$ cat src/rtl/spi_sclk_gen.sv
// SPI serial-clock generator: bursts of N SCLK cycles with run-time divisor,
// bit count, CPOL/CPHA, edge/sample/shift strobes, a CS-hold tail and abort.
module spi_sclk_gen #(
  parameter int DIV_W    = 8,
  parameter int CNT_W    = 6,
  parameter int RST_DIV  = 1,
  parameter int RST_BITS = 8
) (
  input  logic             i_clk,
  input  logic             i_rst_n,
  input  logic             i_cfg_we,
  input  logic [DIV_W-1:0] i_cfg_div,
  input  logic [CNT_W-1:0] i_cfg_bits,
  input  logic             i_cfg_cpol,
  input  logic             i_cfg_cpha,
  input  logic             i_start,
  input  logic             i_abort,
  output logic             o_busy,
  output logic             o_done,
  output logic             o_sclk,
  output logic             o_lead_edge,
  output logic             o_trail_edge,
  output logic             o_sample,
  output logic             o_shift,
  output logic [CNT_W-1:0] o_bit_cnt
);

  localparam logic [1:0] S_IDLE = 2'd0;
  localparam logic [1:0] S_RUN  = 2'd1;
  localparam logic [1:0] S_TAIL = 2'd2;

  localparam logic [DIV_W-1:0] LP_RST_DIV  = DIV_W'(RST_DIV);
  localparam logic [CNT_W-1:0] LP_RST_BITS = CNT_W'(RST_BITS);

  logic [1:0]       r_state;
  logic [DIV_W-1:0] r_div;
  logic [CNT_W-1:0] r_bits;
  logic             r_cpol;
  logic             r_cpha;
  logic [DIV_W-1:0] r_hcnt;
  logic [CNT_W:0]   r_ecnt;
  logic             r_sclk;
  logic             r_lead;
  logic             r_trail;
  logic             r_sample;
  logic             r_shift;
  logic             r_done;
  logic [CNT_W-1:0] r_bit_cnt;

  logic [DIV_W-1:0] w_hlast;
  logic [CNT_W:0]   w_elast;
  logic [CNT_W:0]   w_ecnt_nxt;
  logic             w_half_end;
  logic             w_next_lead;
  logic             w_next_trail;
  logic             w_is_last_edge;
  logic [CNT_W-1:0] w_bits_eff;
  logic             w_idle;
  logic             w_start_ok;
  logic             w_abort_now;
  logic             w_sample;

  // A divisor of 0 behaves as 1: the half-period always spans at least one cycle.
  assign w_hlast        = (r_div == '0) ? '0 : r_div - DIV_W'(1);
  assign w_elast        = {r_bits, 1'b0};
  assign w_ecnt_nxt     = r_ecnt + (CNT_W+1)'(1);
  assign w_half_end     = (r_hcnt == w_hlast);
  assign w_next_lead    = w_ecnt_nxt[0];
  assign w_next_trail   = ~w_ecnt_nxt[0];
  assign w_is_last_edge = (w_ecnt_nxt == w_elast);

  // A config write in the start cycle governs that burst, including its bit count.
  assign w_bits_eff  = i_cfg_we ? i_cfg_bits : r_bits;
  assign w_idle      = (r_state == S_IDLE);
  assign w_start_ok  = w_idle && i_start && (w_bits_eff != '0);
  assign w_abort_now = i_abort && !w_idle;

  // NOTE: synchronous reset: every register, configuration included, is
  // cleared only on an i_clk edge, and all state updates use non-blocking <=.
  always_ff @(posedge i_clk) begin
    if (!i_rst_n) begin
      r_state  <= S_IDLE;
      r_div    <= LP_RST_DIV;
      r_bits   <= LP_RST_BITS;
      r_cpol   <= 1'b0;
      r_cpha   <= 1'b0;
      r_hcnt   <= '0;
      r_ecnt   <= '0;
      r_sclk   <= 1'b0;
      r_lead   <= 1'b0;
      r_trail  <= 1'b0;
      r_sample <= 1'b0;
      r_shift  <= 1'b0;
      r_done   <= 1'b0;
    end else begin
      r_lead   <= 1'b0;
      r_trail  <= 1'b0;
      r_sample <= 1'b0;
      r_shift  <= 1'b0;
      r_done   <= 1'b0;
      case (r_state)
        S_IDLE: begin
          if (i_cfg_we) begin
            r_div  <= i_cfg_div;
            r_bits <= i_cfg_bits;
            r_cpol <= i_cfg_cpol;
            r_cpha <= i_cfg_cpha;
          end
          r_sclk <= i_cfg_we ? i_cfg_cpol : r_cpol;
          r_hcnt <= '0;
          r_ecnt <= '0;
          if (w_start_ok) begin
            r_state <= S_RUN;
          end
        end

        S_RUN: begin
          if (i_abort) begin
            r_state <= S_IDLE;
            r_sclk  <= r_cpol;
            r_hcnt  <= '0;
          end else if (w_half_end) begin
            r_hcnt   <= '0;
            r_ecnt   <= w_ecnt_nxt;
            r_sclk   <= ~r_sclk;
            r_lead   <= w_next_lead;
            r_trail  <= w_next_trail;
            r_sample <= r_cpha ? w_next_trail : w_next_lead;
            // CPHA=0 has nothing left to shift after the final trailing edge.
            r_shift  <= r_cpha ? w_next_lead : (w_next_trail && !w_is_last_edge);
            if (w_is_last_edge) begin
              r_state <= S_TAIL;
            end
          end else begin
            r_hcnt <= r_hcnt + DIV_W'(1);
          end
        end

        S_TAIL: begin
          r_sclk <= r_cpol;
          if (i_abort) begin
            r_state <= S_IDLE;
            r_hcnt  <= '0;
          end else if (w_half_end) begin
            r_state <= S_IDLE;
            r_hcnt  <= '0;
            r_done  <= 1'b1;
          end else begin
            r_hcnt <= r_hcnt + DIV_W'(1);
          end
        end

        default: begin
          r_state <= S_IDLE;
          r_sclk  <= r_cpol;
          r_hcnt  <= '0;
        end
      endcase
    end
  end

  // Strobes are masked in the cycle an abort is presented, so none escape.
  assign w_sample = r_sample && !w_abort_now;

  always_ff @(posedge i_clk) begin
    if (!i_rst_n) begin
      r_bit_cnt <= '0;
    end else if (w_start_ok) begin
      r_bit_cnt <= '0;
    end else if (w_sample) begin
      r_bit_cnt <= r_bit_cnt + CNT_W'(1);
    end
  end

  assign o_busy       = !w_idle;
  assign o_done       = r_done;
  assign o_sclk       = r_sclk;
  assign o_lead_edge  = r_lead && !w_abort_now;
  assign o_trail_edge = r_trail && !w_abort_now;
  assign o_sample     = w_sample;
  assign o_shift      = r_shift && !w_abort_now;
  assign o_bit_cnt    = r_bit_cnt;

endmodule

$ cat config.mk
export PLATFORM = sky130hd
export DESIGN_NAME = spi_sclk_gen
export DESIGN_NICKNAME = d
export VERILOG_FILES = /design/src/rtl/spi_sclk_gen.sv
export SDC_FILE = /design/constraint.sdc
export NUM_CORES = 1
export LEC_CHECK = 0
export CAP_MARGIN = 20
export CORE_ASPECT_RATIO = 1.1
export CORE_MARGIN = 1
export CORE_UTILIZATION = 39
export CTS_BUF_LIST = sky130_fd_sc_hd__clkbuf_8
export DETAILED_ROUTE_END_ITERATION = 8
export HOLD_SLACK_MARGIN = 0.05
export PLACE_DENSITY_LB_ADDON = 0.2
export SLEW_MARGIN = 20
export SYNTH_ARGS = -nofsm -noshare
export SYNTH_HDL_FRONTEND = slang
export SYNTH_SLANG_ARGS = --single-unit
$ cat constraint.sdc
create_clock -name i_clk -period 3.92 [get_ports i_clk]
set_clock_uncertainty 0.1 [all_clocks]
set_input_delay 0.784 -clock i_clk [delete_from_list [all_inputs] [get_ports i_clk]]
set_output_delay 0.784 -clock i_clk [all_outputs]
set_load 0.01 [all_outputs]
* After elaboration in Yosys (flattened, before gate mapping)
Index checks and enable logic that the tools add are counted.
** Word-level totals
- Register bits after elaboration :: 45
- Input port bits :: 21
- Word-level logic and storage cells :: 77
** Operators by class
- $add $sub $neg :: 4
- Eq/ne operators :: 10
- Multiplexer cells :: 19
- Bitwise logic cells :: 7
- Reductions and logical operators :: 23
** Operators with widths (number)
- 7-bit two-way mux :: 2
- 7-bit case mux with 2 select lines :: 1
- 2-bit two-way mux :: 6
- 3-bit != test (second input constant) :: 3
- 8-bit by 1-bit adder with 8-bit output (second input constant) :: 1
- 8-bit equality test :: 1
- 1-bit logical AND :: 8
- 8-bit zero test :: 1
- 8-bit two-way mux :: 1
- 4-bit OR reduction :: 2
- 8-bit by 1-bit subtractor with 8-bit output (second input constant) :: 1
- 7-bit by 1-bit adder with 7-bit output (second input constant) :: 1
- 7-bit equality test :: 1
- 1-bit NOT :: 7
- 6-bit by 1-bit adder with 6-bit output (second input constant) :: 1
- 1-bit two-way mux :: 6
- 6-bit two-way mux :: 1
- 2-bit case mux with 3 select lines :: 1
- 6-bit nonzero test :: 1
- 2-bit != test (second input constant) :: 2
- 4-bit AND reduction :: 1
- 2-bit OR reduction :: 2
- 1-bit zero test :: 3
- 3-bit AND reduction :: 1
- 8 further kinds :: 8

* Longest topological paths before layout
Gate-level depths: netlist of run 1.
- Depth after elaboration :: 6
- Gate-level depth with buffers :: 10
- Depth with buffers taken out :: 9

* Worst setup path before layout of run 1
No wires, ideal clock.
- Path type :: reg-to-reg
- Start :: register r_div[2]
- End :: register r_sample
- Data arrival time :: 2.526 ns
- Path slack :: 1.221 ns
- Cell stages (with the launch flop) :: 9
- Cell sequence :: dfxtp_1 > or4_1 > buf_2 > o31a_1 > or3_1 > a22o_1 > nor4b_4 > nand2_2 > nor3_2
** On the way
- Longest elaborated chain between the ends :: 5
- Elaborated cells between the ends (all ways) :: 6
- Classes of those cells :: 1 x add/sub; 1 x eq/ne; 1 x mux; 1 x bitwise; 2 x reduce/logical
** RTL lines
- from (decl) :: line 36 : logic [DIV_W-1:0] r_div;
- from (signal assigned) :: line 104 : r_div <= i_cfg_div;
- 8-bit by 1-bit subtractor with 8-bit output / 8-bit zero test (equally long branches) :: line 64 : assign w_hlast = (r_div == '0) ? '0 : r_div - DIV_W'(1);
- 8-bit two-way mux * :: line 64
- 8-bit equality test * :: line 67 : assign w_half_end = (r_hcnt == w_hlast);
- 1-bit NOT (no source line) *
- 4-bit OR reduction (no source line) *
- to (signal assigned) :: line 128 : r_sample <= r_cpha ? w_next_trail : w_next_lead;
- to (decl) :: line 45 : logic r_sample;
Every way passes the cells marked *; elsewhere a longest branch is shown, timed or not.
A chain may end at the register's enable or synchronous reset.

* Final worst setup path of run 1
- Start :: input port i_abort
- End :: output port o_sample
** On the way
- Longest elaborated chain between the ends :: 3
** RTL lines
- from (decl) :: line 17 : input logic i_abort,
- 1-bit logical AND :: line 76 : assign w_abort_now = i_abort && !w_idle;
- 1-bit zero test :: line 163 : assign w_sample = r_sample && !w_abort_now;
- 1-bit logical AND :: line 163
- to (decl) :: line 23 : output logic o_sample,
Every way passes these cells.

==> flow_metrics.env, run 1 <==
export IMPL_status="complete, no violations"
export IMPL_drc=0
export IMPL_drv_slew=0
export IMPL_first_iter_violations=112
export IMPL_seq_area_frac_synth=0.370
export IMPL_viasPerCell=5.25
export IMPL_grt_pass1_wl_um=8830
export IMPL_pwr_share_clk=0.242
export IMPL_ys_seq_elements=45
export IMPL_fill_cells=582
export IMPL_critPathCaptureType="primary output"
export IMPL_finalCritPeriodShare=0.801
export IMPL_portBuffers=33
export IMPL_hp_class="flip-flop to flip-flop"
export IMPL_postCtsHoldBufs=0
export IMPL_final_util=0.498
export IMPL_synth_distinct_cells=53
export IMPL_critPathTopFamily="buffers and inverters"
export IMPL_grt_max_degree=18
export IMPL_cts_tree="built"
export IMPL_worst_slack_ns=0.780
export IMPL_switching_share=0.355
export IMPL_cp_data_required_time_ns=3.04
export IMPL_r2r_start="r_div[0]"
export IMPL_final_common_cell="nand2_1"
export IMPL_synth_flop_cell="dfxtp_1"
export IMPL_cpMostUsedCell="clkdlybuf4s50_1"
export IMPL_internal_power_uw=800
export IMPL_multi_input_area_mm2=0.00144
export IMPL_die_h_um=84.9
export IMPL_relSlewSlack=0.582
export IMPL_numCtsBuffers=5
export IMPL_ir_worst_vdd_mv=0.202
export IMPL_cts_buffer_depth=2
export IMPL_worstPathArrival_ns=2.26
export IMPL_ctsResizeCount=0
export IMPL_clkSinkCount=45
export IMPL_drive_above_1_share=0.0448
export IMPL_start_util=0.414
export IMPL_ant_nets=0
export IMPL_path_buf_inv=2
export IMPL_pre_cts_slack_ns=0.766
export IMPL_cap_violations=0
export IMPL_comb_power_share=0.326
export IMPL_synth_edff_count=0
export IMPL_seqPwrFrac=0.433
export IMPL_r2r_end="r_hcnt[7]"
export IMPL_antenna_found_initial=0
export IMPL_syn_area_mm2=0.00243
export IMPL_setup_tns_ns=0
export IMPL_critPathSlowestCell="clkdlybuf4s50_1"
export IMPL_clk_latency_ns=0.30
export IMPL_criticalPathCategory="primary input to primary output"
export IMPL_syn_avg_cell_area_um2=8.06
export IMPL_overflow=0
export IMPL_pin_count=34
export IMPL_post_cts_buffers=0
export IMPL_grt_usage=0.170
export IMPL_antenna_cells=0
export IMPL_wl_per_cell_um=12.5
export IMPL_path_clk_slew_ns=0.09
export IMPL_tightestPinTransition_ns=0.625
export IMPL_rows=29
export IMPL_critPathLaunchType="primary input"
export IMPL_fmax_ghz=0.318
export IMPL_core_area_mm2=0.00588
export IMPL_syn2layout_area_growth_pct=20.2
export IMPL_cpPeakStageDelay_ns=0.58
export IMPL_regArea_um2=901
export IMPL_p_leak_nw=1.10
export IMPL_drt_total_wl_um=5140
export IMPL_reg2reg_slack_ns=0.85
export IMPL_worstHoldEndpoint="r_state[0]"
export IMPL_ys_warn_count=0
export IMPL_path_cells="clkdlybuf4s50_1 -> nand2_1 -> and2_1 -> clkdlybuf4s50_1"
export IMPL_mostFrequentLayoutCells="nand2_1, dfxtp_1, clkdlybuf4s50_1"
export IMPL_r2r_cells=9
export IMPL_async_reset_ff_frac=0
export IMPL_syn_nets=330
export IMPL_rsz0062_at_grt="no"
export IMPL_syn_inst=302
export IMPL_place_hpwl_um=3800
export IMPL_period_minus_slack_ns=3.14
export IMPL_dieWidth_um=77.3
export IMPL_min_from="r_state[0]"
export IMPL_dieArea_mm2=0.00656
export IMPL_finalHoldViolCount=0
export IMPL_min_delay_path_depth=2
export IMPL_total_power_mw=1.24
export IMPL_cts_htree_levels=2
export IMPL_ctsRootBufferMaster="clkbuf_8"
export IMPL_setup_viol=0
export IMPL_path_max_fanout=6
export IMPL_p_sw_uw=441
export IMPL_finalWeightedCongestion=0.805
export IMPL_first_pass_iters=4
export IMPL_grt_pass1_vias=1973
export IMPL_dr_total_vias=2165
export IMPL_power_density_mw_per_mm2=424
export IMPL_nets=362
cells in the mapped netlist (5+ instances only):
cell | n | share of area
nand2_1 | 46 | 0.071
xnor2_1 | 10 | 0.036
or4_1 | 5 | 0.015
nand3_1 | 15 | 0.031
xor2_1 | 14 | 0.050
inv_1 | 15 | 0.023
o21ai_0 | 10 | 0.021
nor3_1 | 5 | 0.010
a21oi_1 | 21 | 0.043
and2_1 | 6 | 0.015
nand2b_1 | 6 | 0.015
a31oi_1 | 5 | 0.013
nor2_1 | 22 | 0.034
nor4_1 | 7 | 0.018
dfxtp_1 | 45 | 0.37
ha_1 | 7 | 0.036
clkbuf_1 | 7 | 0.011
metal layers:
layer / track usage / wire (µm) / vias to the layer above
met2: 0.272 / 2280 / 52
met5: 0 / 0 / -
met3: 0.0312 / 224 / 8
li1: - / - / 1127
met4: 0.0772 / 102 / 0
met1: 0.222 / 2530 / 978
how the worst max path moves through the flow:
| stage | from | end | slack, ns | cells past startpoint |
|---|---|---|---|---|
| final | i_abort | o_sample | 0.78 | 4 |
| after global routing | r_div[0] | r_hcnt[7] | 0.64 | 9 |
| after CTS | i_abort | o_sample | 0.77 | 4 |
| after detailed placement | i_abort | o_sample | 0.77 | 4 |
| after global placement | i_abort | o_sample | 0.80 | 4 |
| after floorplan | r_div[2] | r_sample | 1.22 | 8 |
kinds of logic after synthesis:
group,share of synthesized area
XOR/XNOR,0.0956
buffers and inverters,0.0396
multiplexers,0.0129
flip-flops,0.370
AND/OR/NAND/NOR,0.292
AO/OA/AOI/OAI,0.154
adder cells (fa/ha/maj),0.0360
worst min-delay path, stage by stage, from the launching register on:
cell	delay, ns
dfxtp_1	0.33
nand2_1	0.06
mux2i_1	0.05
flip-flops by register name, indices dropped and copies added (netlist names):
register and count:
o_sclk 1, r_hcnt 8, r_bits 6, r_shift 1, r_sample 1, r_trail 1
r_div 8, o_bit_cnt 6, r_ecnt 7, r_lead 1, r_cpha 1, r_state 2
o_done 1, r_cpol 1
power by group through the flow:
stage	clock [mW]	sequential (mW)	combinational (mW)
after CTS	0.313	0.537	0.408
after floorplan	0	0.537	0.303
after global routing	0.331	0.545	0.448
after global placement	0	0.547	0.399
final	0.300	0.537	0.404
after detailed placement	0	0.547	0.405
cell type report:
class / count / area share
Inverter: 16 / 0.0205
Multi-Input combinational cell: 232 / 0.491
Tap cell: 77 / 0.0329
Sequential cell: 45 / 0.308
Clock buffer: 5 / 0.0235
Clock inverter: 3 / 0.00855
Timing Repair Buffer: 34 / 0.115
metrics by stage:
stage / area (µm²) / std cells / hold WS (ns)
detailed placement: 2830 / 404 / 0.370
floorplan: 2430 / 302 / 0.345
global placement: 2830 / 404 / 0.368
finish: 2930 / 412 / 0.384
CTS: 2930 / 412 / 0.385
global route: 2930 / 412 / 0.407
Note: power is estimated with default switching activity, not from simulation.
==> run 2: changes to the inputs <==
Clock period 3.92 ns to 3 ns, I/O delays scaled along.
==> flow_metrics.env, run 2 (synthesis results as in run 1) <==
export IMPL_reg_top3="r_div: 8 flops, r_hcnt: 8 flops, r_ecnt: 7 flops"
export IMPL_dr_total_vias=2176
export IMPL_post_cts_buffers=0
export IMPL_path_buf_inv=2
export IMPL_ant_nets=0
export IMPL_wl_per_cell_um=12.6
export IMPL_rows=29
export IMPL_dieArea_mm2=0.00656
export IMPL_cts_buffer_depth=2
export IMPL_setup_tns_ns=0
export IMPL_status="complete, no violations"
export IMPL_worstPathArrival_ns=2.11
export IMPL_relSlewSlack=0.610
export IMPL_cts_htree_levels=2
export IMPL_grt_usage=0.173
export IMPL_clk_latency_ns=0.29
export IMPL_path_cells="clkdlybuf4s50_1 -> nand2_1 -> and2_1 -> clkdlybuf4s50_1"
export IMPL_tightestPinTransition_ns=0.580
export IMPL_antenna_cells=0
export IMPL_cpMostUsedCell="clkdlybuf4s50_1"
export IMPL_period_minus_slack_ns=2.81
export IMPL_cp_data_required_time_ns=2.30
export IMPL_critPathCaptureType="primary output"
export IMPL_grt_pass1_wl_um=9150
export IMPL_final_common_cell="nand2_1"
export IMPL_ctsRootBufferMaster="clkbuf_8"
export IMPL_critPathSlowestCell="clkdlybuf4s50_1"
export IMPL_power_density_mw_per_mm2=546
export IMPL_pre_cts_slack_ns=0.0597
export IMPL_drv_slew=0
export IMPL_r2r_cells=9
export IMPL_antenna_found_initial=0
export IMPL_nets=365
export IMPL_syn2layout_area_growth_pct=21.1
export IMPL_first_pass_iters=4
export IMPL_dpl_instance_area_mm2=0.00285
export IMPL_final_cell_area_mm2=0.00295
export IMPL_postCtsHoldBufs=0
export IMPL_final_util=0.501
export IMPL_drive_above_1_share=0.0592
export IMPL_setup_viol=0
export IMPL_critPathLaunchType="primary input"
export IMPL_viasPerCell=5.24
export IMPL_worst_slack_ns=0.191
export IMPL_finalWeightedCongestion=0.816
export IMPL_path_clk_slew_ns=0.08
export IMPL_clkSinkCount=45
export IMPL_critPathTopFamily="buffers and inverters"
export IMPL_die_h_um=84.9
export IMPL_cpPeakStageDelay_ns=0.58
export IMPL_dieWidth_um=77.3
export IMPL_min_delay_path_depth=2
export IMPL_hp_class="flip-flop to flip-flop"
export IMPL_fmax_ghz=0.356
export IMPL_mostFrequentLayoutCells="nand2_1, dfxtp_1, clkdlybuf4s50_1"
export IMPL_cts_tree="built"
export IMPL_finalHoldViolCount=0
export IMPL_pin_count=34
export IMPL_p_leak_nw=1.12
export IMPL_rsz0062_at_grt="no"
export IMPL_dp_cells=407
export IMPL_first_iter_violations=62
export IMPL_start_util=0.414
export IMPL_total_power_mw=1.61
export IMPL_finalCritPeriodShare=0.936
export IMPL_overflow=0
export IMPL_grt_pass1_vias=1990
export IMPL_numCtsBuffers=5
export IMPL_whs_ns=0.384
export IMPL_path_depth=4
export IMPL_criticalPathCategory="primary input to primary output"
export IMPL_core_area_mm2=0.00588
export IMPL_portBuffers=33
export IMPL_fin_cells=415
export IMPL_drt_total_wl_um=5240
export IMPL_grt_max_degree=18
export IMPL_cap_violations=0
export IMPL_drc=0
export IMPL_path_max_fanout=6
export IMPL_place_hpwl_um=3930
export IMPL_ir_worst_vdd_mv=0.205
[run 2: cell types whose count changed in the layout (fill, tap and decap cells not counted), sizes merged]
cell	change
buf	+3
clkinv	+1
clkinvlp	-1
[run 2: worst paths after layout]
check / from / end / slack (ns)
max: i_abort / o_sample / 0.19
min: r_cpol / r_cpol / 0.38
max reg2reg: r_div[1] / r_hcnt[7] / 0.25
min reg2reg: r_cpol / r_cpol / 0.38
[run 2: final cells by class]
cell class              instances  area (µm²)
clock buffers                   5        68.8
clock inverters                 3        13.8
fillers                       603        2930
inverters                      16        60.1
multi-input cells             232        1450
flip-flops and latches         45         902
well taps                      77        96.3
repair buffers                 37         360
[run 2: timing repair]
action                                  in CTS  in global routing
endpoints found under the hold margin        0                  0
gates resized for setup                      0                  3
endpoints found under the setup margin       0                  8
[run 2: worst min-delay path, cell delays in order (launching register included)]
cell and delay, ns:
dfxtp_1 0.33, nand2_1 0.06, a21oi_1 0.05
[run 2: metal layers]
layer	wire length (µm)	global-route usage	vias up
met1	2640	0.234	983
li1	-	-	1129
met4	100	0.0617	0
met3	215	0.0312	10
met2	2290	0.275	54
met5	0	0	-
[run 2: power by group]
group | internal [mW] | switching, mW | leakage, nW
Sequential | 0.646 | 0.0565 | 0.365
Combinational | 0.244 | 0.301 | 0.709
Clock | 0.158 | 0.204 | 0.0491
Total | 1.05 | 0.561 | 1.12
